**config.mk**
```make
export PLATFORM = sky130hd
export DESIGN_NAME = rwt_dac_stream_source
export DESIGN_NICKNAME = d
export VERILOG_FILES = /design/src/rtl/rwt_dac_pkg.sv /design/src/rtl/rwt_dac_frame_fifo.sv /design/src/rtl/rwt_dac_stream_source.sv
export SDC_FILE = /design/constraint.sdc
export NUM_CORES = 1
export LEC_CHECK = 0
export ABC_AREA = 0
export CAP_MARGIN = 10
export CORE_MARGIN = 2
export CORE_UTILIZATION = 60
export DETAILED_ROUTE_END_ITERATION = 8
export PLACE_DENSITY_LB_ADDON = 0.2
export SETUP_SLACK_MARGIN = 0.2
export SYNTH_ARGS = -nofsm -noshare
export SYNTH_HDL_FRONTEND = slang
export SYNTH_SLANG_ARGS = --single-unit
```
**constraint.sdc**
```tcl
create_clock -name clk -period 24.6 [get_ports clk]
set_input_delay 2.46 -clock clk [delete_from_list [all_inputs] [get_ports clk]]
set_output_delay 2.46 -clock clk [all_outputs]
set_load 0.1 [all_outputs]
```
**src/rtl/rwt_dac_pkg.sv**
```systemverilog
// ---------------------------------------------------------------------------
// rwt_dac_pkg
// Shared constants, the source FSM state type and the channel-packing helpers
// used by the RWT DAC stream source and its frame FIFO.
// ---------------------------------------------------------------------------
package rwt_dac_pkg;

    localparam int SAMPLE_W = 16;
    localparam int MAX_CH   = 4;
    localparam int DATA_W   = 64;

    typedef enum logic [1:0] {
        IDLE,
        PRIME,
        RUN
    } dac_src_state_t;

    // Number of set bits in a 4-bit enable mask (0..4).
    function automatic logic [2:0] popcount4(input logic [MAX_CH-1:0] v);
        logic [2:0] cnt;
        cnt = 3'd0;
        for (int i = 0; i < MAX_CH; i++) begin
            cnt = cnt + {2'b00, v[i]};
        end
        return cnt;
    endfunction

    // Lane index of the k-th set bit of en, counting from bit 0 upwards.
    // Returns 0 when en has fewer than k+1 set bits.
    function automatic logic [1:0] nth_set_lane(input logic [MAX_CH-1:0] en,
                                                input logic [1:0]        k);
        logic [1:0] lane;
        logic [2:0] seen;
        lane = 2'd0;
        seen = 3'd0;
        for (int i = 0; i < MAX_CH; i++) begin
            if (en[i]) begin
                if (seen == {1'b0, k}) begin
                    lane = 2'(i);
                end
                seen = seen + 3'd1;
            end
        end
        return lane;
    endfunction

endpackage

```
**src/rtl/rwt_dac_frame_fifo.sv**
```systemverilog
// ---------------------------------------------------------------------------
// rwt_dac_frame_fifo
// Synchronous single-clock FIFO of whole DAC frames.
//   clk      in   clock
//   resetn   in   synchronous active-low reset (empties the FIFO)
//   i_flush  in   synchronous clear, same effect as reset on the pointers
//   i_push   in   write i_din (ignored when full)
//   i_din    in   frame to write
//   i_pop    in   advance the head (ignored when empty)
//   o_dout   out  current head frame, taken from the storage registers
//   o_full   out  no free entry
//   o_empty  out  no valid entry
// A push and a pop in the same cycle are independent: on an empty FIFO the
// pop is ignored and the push lands, so nothing falls through.
// ---------------------------------------------------------------------------
module rwt_dac_frame_fifo #(
    parameter int DEPTH = 16,
    parameter int W     = 64
) (
    input  logic         clk,
    input  logic         resetn,
    input  logic         i_flush,
    input  logic         i_push,
    input  logic [W-1:0] i_din,
    input  logic         i_pop,
    output logic [W-1:0] o_dout,
    output logic         o_full,
    output logic         o_empty
);

    localparam int AW = $clog2(DEPTH);

    logic [W-1:0] r_mem [DEPTH];
    // One extra pointer bit distinguishes full from empty.
    logic [AW:0]  r_wr_ptr;
    logic [AW:0]  r_rd_ptr;
    logic         w_do_push;
    logic         w_do_pop;

    assign o_empty   = (r_wr_ptr == r_rd_ptr);
    assign o_full    = (r_wr_ptr[AW] != r_rd_ptr[AW]) &&
                       (r_wr_ptr[AW-1:0] == r_rd_ptr[AW-1:0]);
    assign w_do_push = i_push && !o_full;
    assign w_do_pop  = i_pop && !o_empty;
    assign o_dout    = r_mem[r_rd_ptr[AW-1:0]];

    always_ff @(posedge clk) begin
        if (w_do_push && resetn && !i_flush) begin
            r_mem[r_wr_ptr[AW-1:0]] <= i_din;
        end
    end

    always_ff @(posedge clk) begin
        if (!resetn || i_flush) begin
            r_wr_ptr <= '0;
            r_rd_ptr <= '0;
        end else begin
            if (w_do_push) begin
                r_wr_ptr <= r_wr_ptr + 1'b1;
            end
            if (w_do_pop) begin
                r_rd_ptr <= r_rd_ptr + 1'b1;
            end
        end
    end

endmodule

```
**src/rtl/rwt_dac_stream_source.sv**
```systemverilog
// ---------------------------------------------------------------------------
// rwt_dac_stream_source
// Packs a channel-interleaved 16-bit sample stream into 64-bit DAC frames,
// buffers whole frames and serves one frame per DAC consume strobe.
//   clk              in   DAC-domain clock
//   resetn           in   synchronous active-low reset
//   s_axis_tdata     in   sample, interleaved over enabled channels (ascending)
//   s_axis_tvalid    in   sample valid
//   s_axis_tready    out  sample accepted when tvalid && tready
//   dac_enable       in   per-channel enable from the DAC core
//   dac_valid        in   per-channel consume strobe from the DAC core
//   dac_data         out  lane i = bits [16i+15:16i]
//   active           out  FSM is in RUN
//   underflow        out  one-cycle pulse per strobe that found no frame
//   underflow_count  out  saturating underflow count, cleared by reset only
// ---------------------------------------------------------------------------
module rwt_dac_stream_source
    import rwt_dac_pkg::*;
#(
    parameter int NUM_CH         = 4,
    parameter int FIFO_DEPTH     = 16,
    parameter int UNDERFLOW_HOLD = 0
) (
    input  logic                clk,
    input  logic                resetn,
    input  logic [SAMPLE_W-1:0] s_axis_tdata,
    input  logic                s_axis_tvalid,
    output logic                s_axis_tready,
    input  logic [MAX_CH-1:0]   dac_enable,
    input  logic [MAX_CH-1:0]   dac_valid,
    output logic [DATA_W-1:0]   dac_data,
    output logic                active,
    output logic                underflow,
    output logic [15:0]         underflow_count
);

    localparam logic [MAX_CH-1:0] CH_MASK = MAX_CH'((1 << NUM_CH) - 1);

    dac_src_state_t      r_state;
    logic [MAX_CH-1:0]   r_en_prev;
    logic [1:0]          r_k;
    logic [DATA_W-1:0]   r_frame;
    logic [DATA_W-1:0]   r_dac_data;
    logic                r_active;
    logic                r_underflow;
    logic [15:0]         r_uf_count;

    logic [MAX_CH-1:0]   w_en_eff;
    logic [2:0]          w_n;
    logic                w_strobe;
    logic                w_en_chg;
    logic [1:0]          w_lane;
    logic                w_last;
    logic                w_tready;
    logic                w_acc;
    logic                w_push;
    logic                w_pop;
    logic [DATA_W-1:0]   w_frame_next;
    logic [DATA_W-1:0]   w_fifo_dout;
    logic                w_fifo_full;
    logic                w_fifo_empty;

    assign w_en_eff = dac_enable & CH_MASK;
    assign w_n      = popcount4(w_en_eff);
    assign w_strobe = |(dac_valid & w_en_eff);
    assign w_en_chg = (w_en_eff != r_en_prev);
    assign w_lane   = nth_set_lane(w_en_eff, r_k);
    // With N=0 the subtraction wraps to 7 and never matches; that case only
    // arises alongside an enable change, which blocks acceptance anyway.
    assign w_last   = ({1'b0, r_k} == (w_n - 3'd1));

    // Only the final sample of a frame needs FIFO space; partial frames live
    // in r_frame, so non-final samples are always accepted outside IDLE.
    assign w_tready = (r_state != IDLE) && !(w_last && w_fifo_full);
    // A handshake coinciding with an enable change is swallowed.
    assign w_acc    = s_axis_tvalid && w_tready && !w_en_chg;
    assign w_push   = w_acc && w_last;
    assign w_pop    = !w_en_chg && !w_fifo_empty &&
                      ((r_state == PRIME) || ((r_state == RUN) && w_strobe));

    always_comb begin
        w_frame_next = r_frame;
        w_frame_next[w_lane*SAMPLE_W +: SAMPLE_W] = s_axis_tdata;
    end

    rwt_dac_frame_fifo #(
        .DEPTH (FIFO_DEPTH),
        .W     (DATA_W)
    ) u_fifo (
        .clk     (clk),
        .resetn  (resetn),
        .i_flush (w_en_chg),
        .i_push  (w_push),
        .i_din   (w_frame_next),
        .i_pop   (w_pop),
        .o_dout  (w_fifo_dout),
        .o_full  (w_fifo_full),
        .o_empty (w_fifo_empty)
    );

    always_ff @(posedge clk) begin
        if (!resetn) begin
            r_state     <= IDLE;
            r_en_prev   <= '0;
            r_k         <= 2'd0;
            r_frame     <= '0;
            r_dac_data  <= '0;
            r_active    <= 1'b0;
            r_underflow <= 1'b0;
            r_uf_count  <= 16'd0;
        end else begin
            r_en_prev   <= w_en_eff;
            r_underflow <= 1'b0;
            if (w_en_chg) begin
                // Flush everything except the underflow count.
                r_state    <= IDLE;
                r_active   <= 1'b0;
                r_k        <= 2'd0;
                r_frame    <= '0;
                r_dac_data <= '0;
            end else begin
                if (w_acc) begin
                    if (w_last) begin
                        r_frame <= '0;
                        r_k     <= 2'd0;
                    end else begin
                        r_frame <= w_frame_next;
                        r_k     <= r_k + 2'd1;
                    end
                end
                case (r_state)
                    IDLE: begin
                        if (w_en_eff != '0) begin
                            r_state <= PRIME;
                        end
                    end
                    PRIME: begin
                        // Preload the first frame so it is on the bus at
                        // RUN entry; strobes here are ignored.
                        if (!w_fifo_empty) begin
                            r_state    <= RUN;
                            r_active   <= 1'b1;
                            r_dac_data <= w_fifo_dout;
                        end
                    end
                    RUN: begin
                        if (w_strobe) begin
                            if (!w_fifo_empty) begin
                                r_dac_data <= w_fifo_dout;
                            end else begin
                                r_underflow <= 1'b1;
                                if (r_uf_count != 16'hFFFF) begin
                                    r_uf_count <= r_uf_count + 16'd1;
                                end
                                if (UNDERFLOW_HOLD == 0) begin
                                    r_dac_data <= '0;
                                end
                            end
                        end
                    end
                    default: begin
                        r_state  <= IDLE;
                        r_active <= 1'b0;
                    end
                endcase
            end
        end
    end

    assign s_axis_tready   = w_tready;
    assign dac_data        = r_dac_data;
    assign active          = r_active;
    assign underflow       = r_underflow;
    assign underflow_count = r_uf_count;

endmodule

```
==> reports/results.ini <==
[floorplanning]
initial_utilization_pct = 60.7
chipHeight_um = 281
io_pins = 110
core_sq_mm = 0.0761
die_w_um = 281
dieArea_sq_mm = 0.0792
rows = 101

[timing]
setup_tns_ns = 0
rsz0062_at_grt = no
fin_crit_ns = 8.88
setup_ws_ns = 15.72
fmax_mhz = 113
clock_skew_ns = 0.0180
slew_headroom_pct = 20.0
setup_viol = 0
min_period_over_period_pct = 36.1
worst_pin_slew_ns = 1.20
maxSlewViolCount = 0
hold_viol_final = 0

[power_and_ir_drop]
leakage_nw = 15.0
ir_drop_mv = 0.0613
power.density_mw_per_mm2 = 77.3

[drt]
drt_iter0_drc = 3042
wire_per_inst_um = 29.0
vias = 25383
drc = 0
totalWireLength_um = 110000
first_pass_iters = 6
ant_nets = 0
via_per_inst = 6.70

[setup_path]
critPathBufInv = 6
cpPeakStageDelay_ns = 1.03
r2r_start = u_fifo.r_wr_ptr[2]
path_delay_family = buffers and inverters
crit_path_start_kind = input port
r2r_setup_slack_ns = 19.54
crit_type = in -> out
end_kind = primary output
crit_chain = clkdlybuf4s50_1 > inv_1 > ha_1 > inv_1 > fa_1 > inv_1 > ha_1 > xnor2_2 > nor3_4 > a31o_2 > inv_2 > clkdlybuf4s50_1
worstRegToRegCells = 8
crit_top_cell = inv_1
critical_path.slowest_cell = clkdlybuf4s50_1
crit_required_ns = 22.14
r2r-end = u_fifo.r_mem[10][60]
arrival_ns = 6.42
cp_max_fo = 11

[hold_path]
hold_path_end = dac_data[52]
hold_depth = 1
hp-class = reg -> reg
min_from = dac_data[52]

[clocking]
cts_resized = 0
cts_hold_buf = 0
clk_latency_ns = 0.68
h-tree-depth = 3
numCtsBuffers = 113
cts_max_path_buffers = 3
clkSinkCount = 1192
cts_setup_buffers = 0
clockRootBuffer = clkbuf_16
clk_pin_slew_worst_paths_ns = 0.06
tritoncts = built

[yosys]
synth_area_leader_cell = edfxtp_1
synth_fp_nets = 2600
synth-main-ff-cell = edfxtp_1
synth_cells = 2556
yosys_warnings = 0
yosysTopAreaCellShare_pct = 66.6
synth_area_leaders = edfxtp_1 (67%), dfxtp_1 (7.3%), mux4_2 (6.2%), mux2i_1 (5.6%), a32o_1 (2.0%)
synth.avg_cell_area_sq_um = 18.1
synth_edf_count = 1024
async_reset_ff_share_pct = 0
synth_common_cells = edfxtp_1 (1,024), mux2i_1 (258), dfxtp_1 (168)
ys_types = 63
synth_most_common_cell = edfxtp_1
ys_seq_elements = 1192
ys_seq_area_share_pct = 73.9
syn-cell-area_sq_mm = 0.0462

[global_routing]
first_global_vias = 25313
grt_usage_pct = 27.9
grt_max_degree = 144
antenna_found_initial = 7
grt_remaining_overflow = 0
grt_pass1_wl_um = 162000

[placed_design]
gp_congestion = 0.824
hpwlAfterDp_um = 57700
place_ws_ns = 15.78
io_buffers = 109

[run]
maxCapViolCount = 0

[run_status]
status = completed

[final_layout]
syn_to_final_growth_pct = 13.3
layout.nets = 2698
layout-drive-gt1-share_pct = 15.1
n_fill_cell = 4818

[metal layers]
layer  vias to the layer above  track usage [%]  part of all wire (%)
met1                     13192             38.9                    40
li1                      10749                -                     -
met3                       189             4.67                   8.5
met4                        12             8.24                   2.4
met2                      1241             46.1                    49
met5                         -                0                 0.057
[state kept, by name, summed over array words and instances, names as in the netlist, named ones only]
register         cells
underflow_count     16
dac_data            64
u_fifo.r_wr_ptr      5
r_k                  2
u_fifo.r_rd_ptr      5
active               1
r_frame             64
r_en_prev            4
u_fifo.r_mem      1024
underflow            1
r_state              2
[where the power goes]
group | internal (W) | switching, W | leakage, nW | total [W]
logic | 0.0000117 | 0.0000432 | 3.50 | 0.0000549
registers | 0.00218 | 0.000000215 | 9.61 | 0.00218
clock network | 0.00107 | 0.000742 | 1.93 | 0.00181
total | 0.00326 | 0.000785 | 15.0 | 0.00404
[cell type report]
type,instances,area (sq um),share of cell area (%)
multi-input combinational,1159,11300,21.6
clock inverter,67,767,1.47
sequential,1192,34100,65.3
timing repair buffer,165,1540,2.94
clock buffer,149,3180,6.07
inverter,23,86.3,0.165
tap,1030,1290,2.46
antenna,1,2.50,0.00479
[stage by stage]
stage	utilization [%]	std cells	area, sq um	total power, W	hold WS [ns]
after global routing	68.7	3786	52300	0.00414	0.478
after floorplan	-	2556	46200	0.00225	0.442
after global placement	63.6	3569	48300	0.00227	0.446
final	68.7	3786	52300	0.00404	0.467
after detailed placement	63.6	3569	48300	0.00227	0.454
after CTS	68.7	3785	52300	0.00406	0.468
[kinds of logic after synthesis]
logic type	after synthesis	share of synthesized area (%)
compound gates	486	8.76
simple gates	252	2.79
mux	386	11.8
xor+xnor	18	0.358
flops	1192	73.9
buf+inv	205	1.90
fa+ha+maj	17	0.477
[cells in the final DEF, fill, tap and decap left out, types with 17 or more instances in the layout]
cell             synthesis  routed
edfxtp_1              1024    1024
mux2i_1                258     258
dfxtp_1                168     164
mux4_2                 128     128
clkbuf_16                0     115
clkdlybuf4s50_1          0     109
a22o_1                 100     100
a32o_1                  92      92
nand2_1                 88      88
a221oi_1                72      72
o21ai_0                 68      68
a221o_1                 56      56
buf_4                    2      54
nor2_1                  45      44
a22oi_1                 38      38
nor2b_1                 31      29
a21oi_1                 26      25
clkinv_2                 0      24
o31ai_1                 18      18
inv_1                   17      17
clkbuf_8                 0      17
clkbuf_1                80      17
[worst max-delay path by stage]
stage	slack, ns	from	to	cells past startpoint
6_report	15.72	dac_enable[2]	s_axis_tready	12
5_1_grt	15.60	dac_enable[2]	s_axis_tready	12
4_1_cts	15.77	dac_enable[2]	s_axis_tready	12
3_5_place_dp	15.78	dac_enable[2]	s_axis_tready	12
3_3_place_gp	15.85	dac_enable[2]	s_axis_tready	12
2_1_floorplan	12.92	dac_enable[2]	u_fifo.r_mem[0][0]	13
(Power assumes the default switching activity.)
==> patch 1: new RTL, same flow settings <==
Set the package constant `SAMPLE_W` to 14 (it was 16).
--- a/src/rtl/rwt_dac_pkg.sv
+++ b/src/rtl/rwt_dac_pkg.sv
@@ -5,7 +5,7 @@
 // ---------------------------------------------------------------------------
 package rwt_dac_pkg;
 
-    localparam int SAMPLE_W = 16;
+    localparam int SAMPLE_W = 14;
     localparam int MAX_CH   = 4;
     localparam int DATA_W   = 64;
 
Interface: changed (resized s_axis_tdata); port bits go from 110 to 108. No check against the original RTL was run, so the function may have changed too.
==> patch 1 against the original RTL <==
  * Final cell count up 0.53%
  * Synthesized area is 1.4% higher
  * Sequential cell count unchanged
  * Worst setup slack improved by 0.034 ns
  * Design area up 1.3%
  * Register-to-register slack worse by 0.49 ns
  * Routed wire length shrank 2.4%
Power is not compared: it rests on default switching activity, and its combinational part moved more than twofold at a synthesized area within 25%.
==> patch 1: results (changes against the original RTL) <==
Slew headroom=17.72% (-2.3 points); Netlist cell types=70 (+11%); Multi-input gate area=12080 um2 (+6.8%); crit path DAT=6.38 ns (-0.04 ns); first-pass GRT wire length=160700 um (-0.69%); Worst Path Max Fanout=13 (+2); metal3 WL=6389 um (-31%); met1 WL=44910 um (+2.5%); Worst R2R Path Depth=13 (+5); setup slack at placement=15.79 ns (+0.005800 ns); total track usage=26.94% (-1.0 points); r2r setup slk=19.05 ns (-0.49 ns); # placed instances=3582 (+0.36%); clock buffer depth=3 (unchanged); wire per inst=28.19 um (-2.9%); met2 usage=44.08% (-2.0 points); Placer Congestion=0.9178 (+11%); reg2reg start=r_k[1]$_SDFFE_PP0N_; port bufs=107 (-1.8%); FILL cells=4957 (+2.9%); slowest stage delay, CP=1.28 ns (+0.25 ns); WL final=107300 um (-2.4%); placed cell area=49060 um2 (+1.5%); postcts setup bufs=0 (unchanged); sequential-to-total area share from yosys stat=72.87% (-1.0 points); FMAX=113.1 MHz (+0.38%); pin count of the biggest net entering global routing=113 (-22%); CTS buffer count=115 (+1.8%); DP HPWL=60090 um (+4.1%); initial antenna violation count=3 (-4); Met2 Wirelength=53130 um (-1.6%); run status=complete, no violations; R2R Path End=u_fifo.r_mem[8][46]$_DFFE_PP_; Mean Syn Cell Area=18.42 um2 (+1.9%); Syn Nets=2584 (-0.62%); grt met3 use=3.430% (-1.2 points); synth top area cells=edfxtp_1 66%, mux4_2 12%, dfxtp_1 7.2%, mux2i_1 1.5%, nor2b_1 1.1%; Iter 0 DRT Violations=2371 (-22%); post-route clock skew=0.02722 ns (+0.009226 ns); layout net count=2705 (+0.26%); Hold WS=0.4480 ns (-0.01889 ns); layout cell share with drive strength beyond 1=19.42% (+4.3 points); Commonest cells post-synth=1024 x edfxtp_1, 257 x mux4_2, 168 x dfxtp_1; clk slew on worst S/H paths=0.05 ns; Vias/cell=6.462 (-3.6%); cts repair resizes=0 (unchanged); number of global-route vias before repair=25.32k (+0.043%); grt met1 use=38.65% (-0.25 points)
[patch 1: cell types whose count changed after synthesis, moves of 59 or more]
cell      unedited run  this run
mux4_2             128       257
a211oi_1             1        67
a21oi_1             26        87
mux2i_1            258        72
a32o_1              92        14
a221oi_1            72         2
nor2_1              45       130
a22o_1             100        41
[patch 1: final cells by class]
cell class              instances  share of cell area [%]
diodes                          1                0.004724
clock buffers                 179                   6.505
clock inverters                40                  0.8219
inverters                      19                  0.1346
multi-input cells            1173                   22.81
flip-flops and latches       1192                   64.42
well taps                    1040                   2.456
repair buffers                162                   2.848
[patch 1: kinds of logic after synthesis]
group	after synthesis	synth area share (%)
AOI/OAI and AO/OA	374	5.778
buffers and inverters	177	1.606
and+or+nand+nor	409	4.493
muxes	335	14.07
adders and majority gates	17	0.4704
DFF	1192	72.87
xor gates and xnor gates	38	0.7109
[patch 1: how the worst min path moves through the flow]
stage | start | endpoint | depth (start not counted)
after floorplan | r_frame[56]$_SDFFE_PP0N_ | r_frame[56]$_SDFFE_PP0N_ | 1
after global placement | r_frame[63]$_SDFFE_PP0N_ | r_frame[63]$_SDFFE_PP0N_ | 1
after detailed placement | r_frame[58]$_SDFFE_PP0N_ | r_frame[58]$_SDFFE_PP0N_ | 1
after CTS | r_frame[45]$_SDFFE_PP0N_ | r_frame[45]$_SDFFE_PP0N_ | 2
after global routing | r_frame[44]$_SDFFE_PP0N_ | r_frame[44]$_SDFFE_PP0N_ | 2
final | r_frame[63]$_SDFFE_PP0N_ | r_frame[63]$_SDFFE_PP0N_ | 1
[patch 1: where the power goes]
part | switching [W] | total, W | internal [W]
Sequential | 0.000000221 | 0.00218 | 0.00218
Combinational | 0.0000827 | 0.000110 | 0.0000270
Clock | 0.000730 | 0.00178 | 0.00105
Total | 0.000813 | 0.00406 | 0.00325
==> patch 2: new RTL, config.mk and constraints unchanged <==
Made on the original files. Register the output `underflow_count` once more, without a reset; this adds one clock of latency there. The other outputs are not delayed to match.
--- a/src/rtl/rwt_dac_stream_source.sv
+++ b/src/rtl/rwt_dac_stream_source.sv
@@ -171,7 +171,9 @@
     assign dac_data        = r_dac_data;
     assign active          = r_active;
     assign underflow       = r_underflow;
-    assign underflow_count = r_uf_count;
+    always_ff @(posedge clk) begin
+        underflow_count <= r_uf_count;
+    end
 
 endmodule
 
Function: not settled (the Yosys comparison gave no result); the edit may change what the design does.
==> patch 2 against the original RTL <==
  * Sequential cell count rose by 16
  * Worst hold slack got worse by 0.089 ns
  * Power rose by 0.48%
  * Critical path depth rose by 1
  * Synthesized area rose by 0.50%
  * Global-route usage rose by 0.66 points
  * Design area rose by 0.27%
  * Count of clock-buffer cells in the layout rose by 11
  * Worst setup slack improved by 0.17 ns
  * Sequential share of layout area rose by 0.43 points
  * Fmax rose by 1.9%
  * Critical endpoint unchanged
  * Routed wire length rose by 2.8%
==> patch 2: results (changes against the original RTL) <==
first-pass GRT wire length=165200 um (+2.1%); post-route minimum period=8.709 ns (-0.1689 ns); Slew headroom=15.74% (-4.3 points); GR peak layer=met2; # placed instances=3566 (-0.084%); Syn Nets=2606 (+0.23%); setup slack at placement=15.89 ns (+0.1104 ns); Netlist cell types=57 (-9.5%); r2r setup slk=20.31 ns (+0.77 ns); slowest stage delay, CP=1.16 ns (+0.13 ns); most common flop cell mapped by yosys=edfxtp_1; Placer Congestion=0.7934 (-3.7%); Yosys warning count=0 (unchanged); Worst R2R Path Depth=6 (-2); clk slew on worst S/H paths=0.06 ns (about the same); initial antenna violation count=1 (-6); Largest register FFs=1024 (unchanged); Mean Syn Cell Area=18.11 um2 (+0.27%); cts repair resizes=0 (unchanged); crit path DAT=6.25 ns (-0.17 ns); total track usage=28.60% (+0.66 points); layout net count=2700 (+0.074%); layout cell share with drive strength beyond 1=14.16% (-0.94 points); grt met3 use=4.625% (-0.040 points); DR vias=25.47k (+0.35%); Lkg Pwr=15.04 nW (about the same); CP max stage cell=clkdlybuf4s50_1; run status=complete, no violations; met2 usage=45.68% (-0.41 points); Iter 0 DRT Violations=2942 (-3.3%); pin count of the biggest net entering global routing=132 (-8.3%); net switching power=0.0007935 W (+1.0%); worst hold path depth=0 (-1); WL final=113000 um (+2.8%); sequential-to-total area share from yosys stat=74.20% (+0.32 points); post-route clock skew=0.02715 ns (+0.009151 ns); Worst Path Max Fanout=11 (unchanged); grt met1 use=39.81% (+0.91 points); synth top area cells=edfxtp_1 66%, dfxtp_1 7.9%, mux4_2 6.2%, mux2i_1 5.6%, a22o_1 2.0%; Commonest cells post-synth=1024 x edfxtp_1, 259 x mux2i_1, 184 x dfxtp_1; DP HPWL=57620 um (-0.12%); CTS buffer count=118 (+4.4%); Non-Filler Instances=3794 (+0.21%); number of global-route vias before repair=25.73k (+1.6%); worst IR drop on VDD=60.93 uV (-0.66%); EDFF count, synth=1024 (unchanged)
## patch 2: cell count changes in the layout (fill, tap and decap cells not counted), sizes merged, moves of 6 or more
cell	before	now
a221o	56	40
a221oi	72	88
dfxtp	168	184
clkbuf	149	160
buf	56	46
nor2	46	55
nor3	14	5
a22o	100	108
a22oi	38	46
a32o	92	84
nor2b	31	23
nand4	10	3
o31ai	18	12
## patch 2: area by class of cell
cell class / instances / area, um2
sequential: 1208 / 34450
fill: 4752 / 23770
multi-input combinational: 1154 / 11250
clock buffer: 160 / 3297
timing repair buffer: 155 / 1449
tap: 1030 / 1289
clock inverter: 65 / 628.1
inverter: 19 / 71.32
antenna: 3 / 7.507
## patch 2: cells by family after synthesis
group,count (synthesis),synth area share (%)
AO/OA/AOI/OAI,492,8.703
XOR/XNOR,18,0.3397
adder cells (fa/ha/maj),17,0.4745
buffers and inverters,200,1.920
flip-flops,1208,74.20
multiplexers,387,11.80
AND/OR/NAND/NOR,240,2.564
## patch 2: worst register-to-register path: stages (launching register included)
cell and delay [ns]:
dfxtp_4 1.13, buf_12 0.73, buf_4 1.13, mux4_2 0.63
nor2b_1 0.14, o21ai_0 0.15, a32o_1 0.27
## patch 2: routing by layer
layer | vias up | part of all wire [%]
met5 | - | 0
met4 | 0 | 3.8
met3 | 223 | 8.9
met2 | 1284 | 48
met1 | 13200 | 39
li1 | 10770 | -
## patch 2: path summary, 6_finish.rpt
kind                              start                    endpoint
max                       dac_enable[2]               s_axis_tready
min          r_uf_count[4]$_SDFFE_PN0P_  underflow_count[4]$_DFF_P_
max reg2reg                        flop   dac_data[48]$_SDFFE_PP0P_
min reg2reg  r_uf_count[4]$_SDFFE_PN0P_  underflow_count[4]$_DFF_P_
## patch 2: metrics by stage
step	hold WS (ns)	utilization [%]	area, um2
3_5_place_dp	0.3728	63.65	48500
3_3_place_gp	0.3692	63.65	48500
6_report	0.3777	68.81	52440
4_1_cts	0.3814	68.80	52430
2_1_floorplan	0.3549	-	46410
5_1_grt	0.3875	68.80	52430
## patch 2: power groups by stage
stage / registers (W) / logic [W] / clock network, W
after floorplan: 0.00225 / 0.0000289 / 0
after global placement: 0.00225 / 0.0000523 / 0
after detailed placement: 0.00225 / 0.0000552 / 0
after CTS: 0.00220 / 0.0000553 / 0.00182
after global routing: 0.00220 / 0.0000589 / 0.00190
final: 0.00220 / 0.0000564 / 0.00180
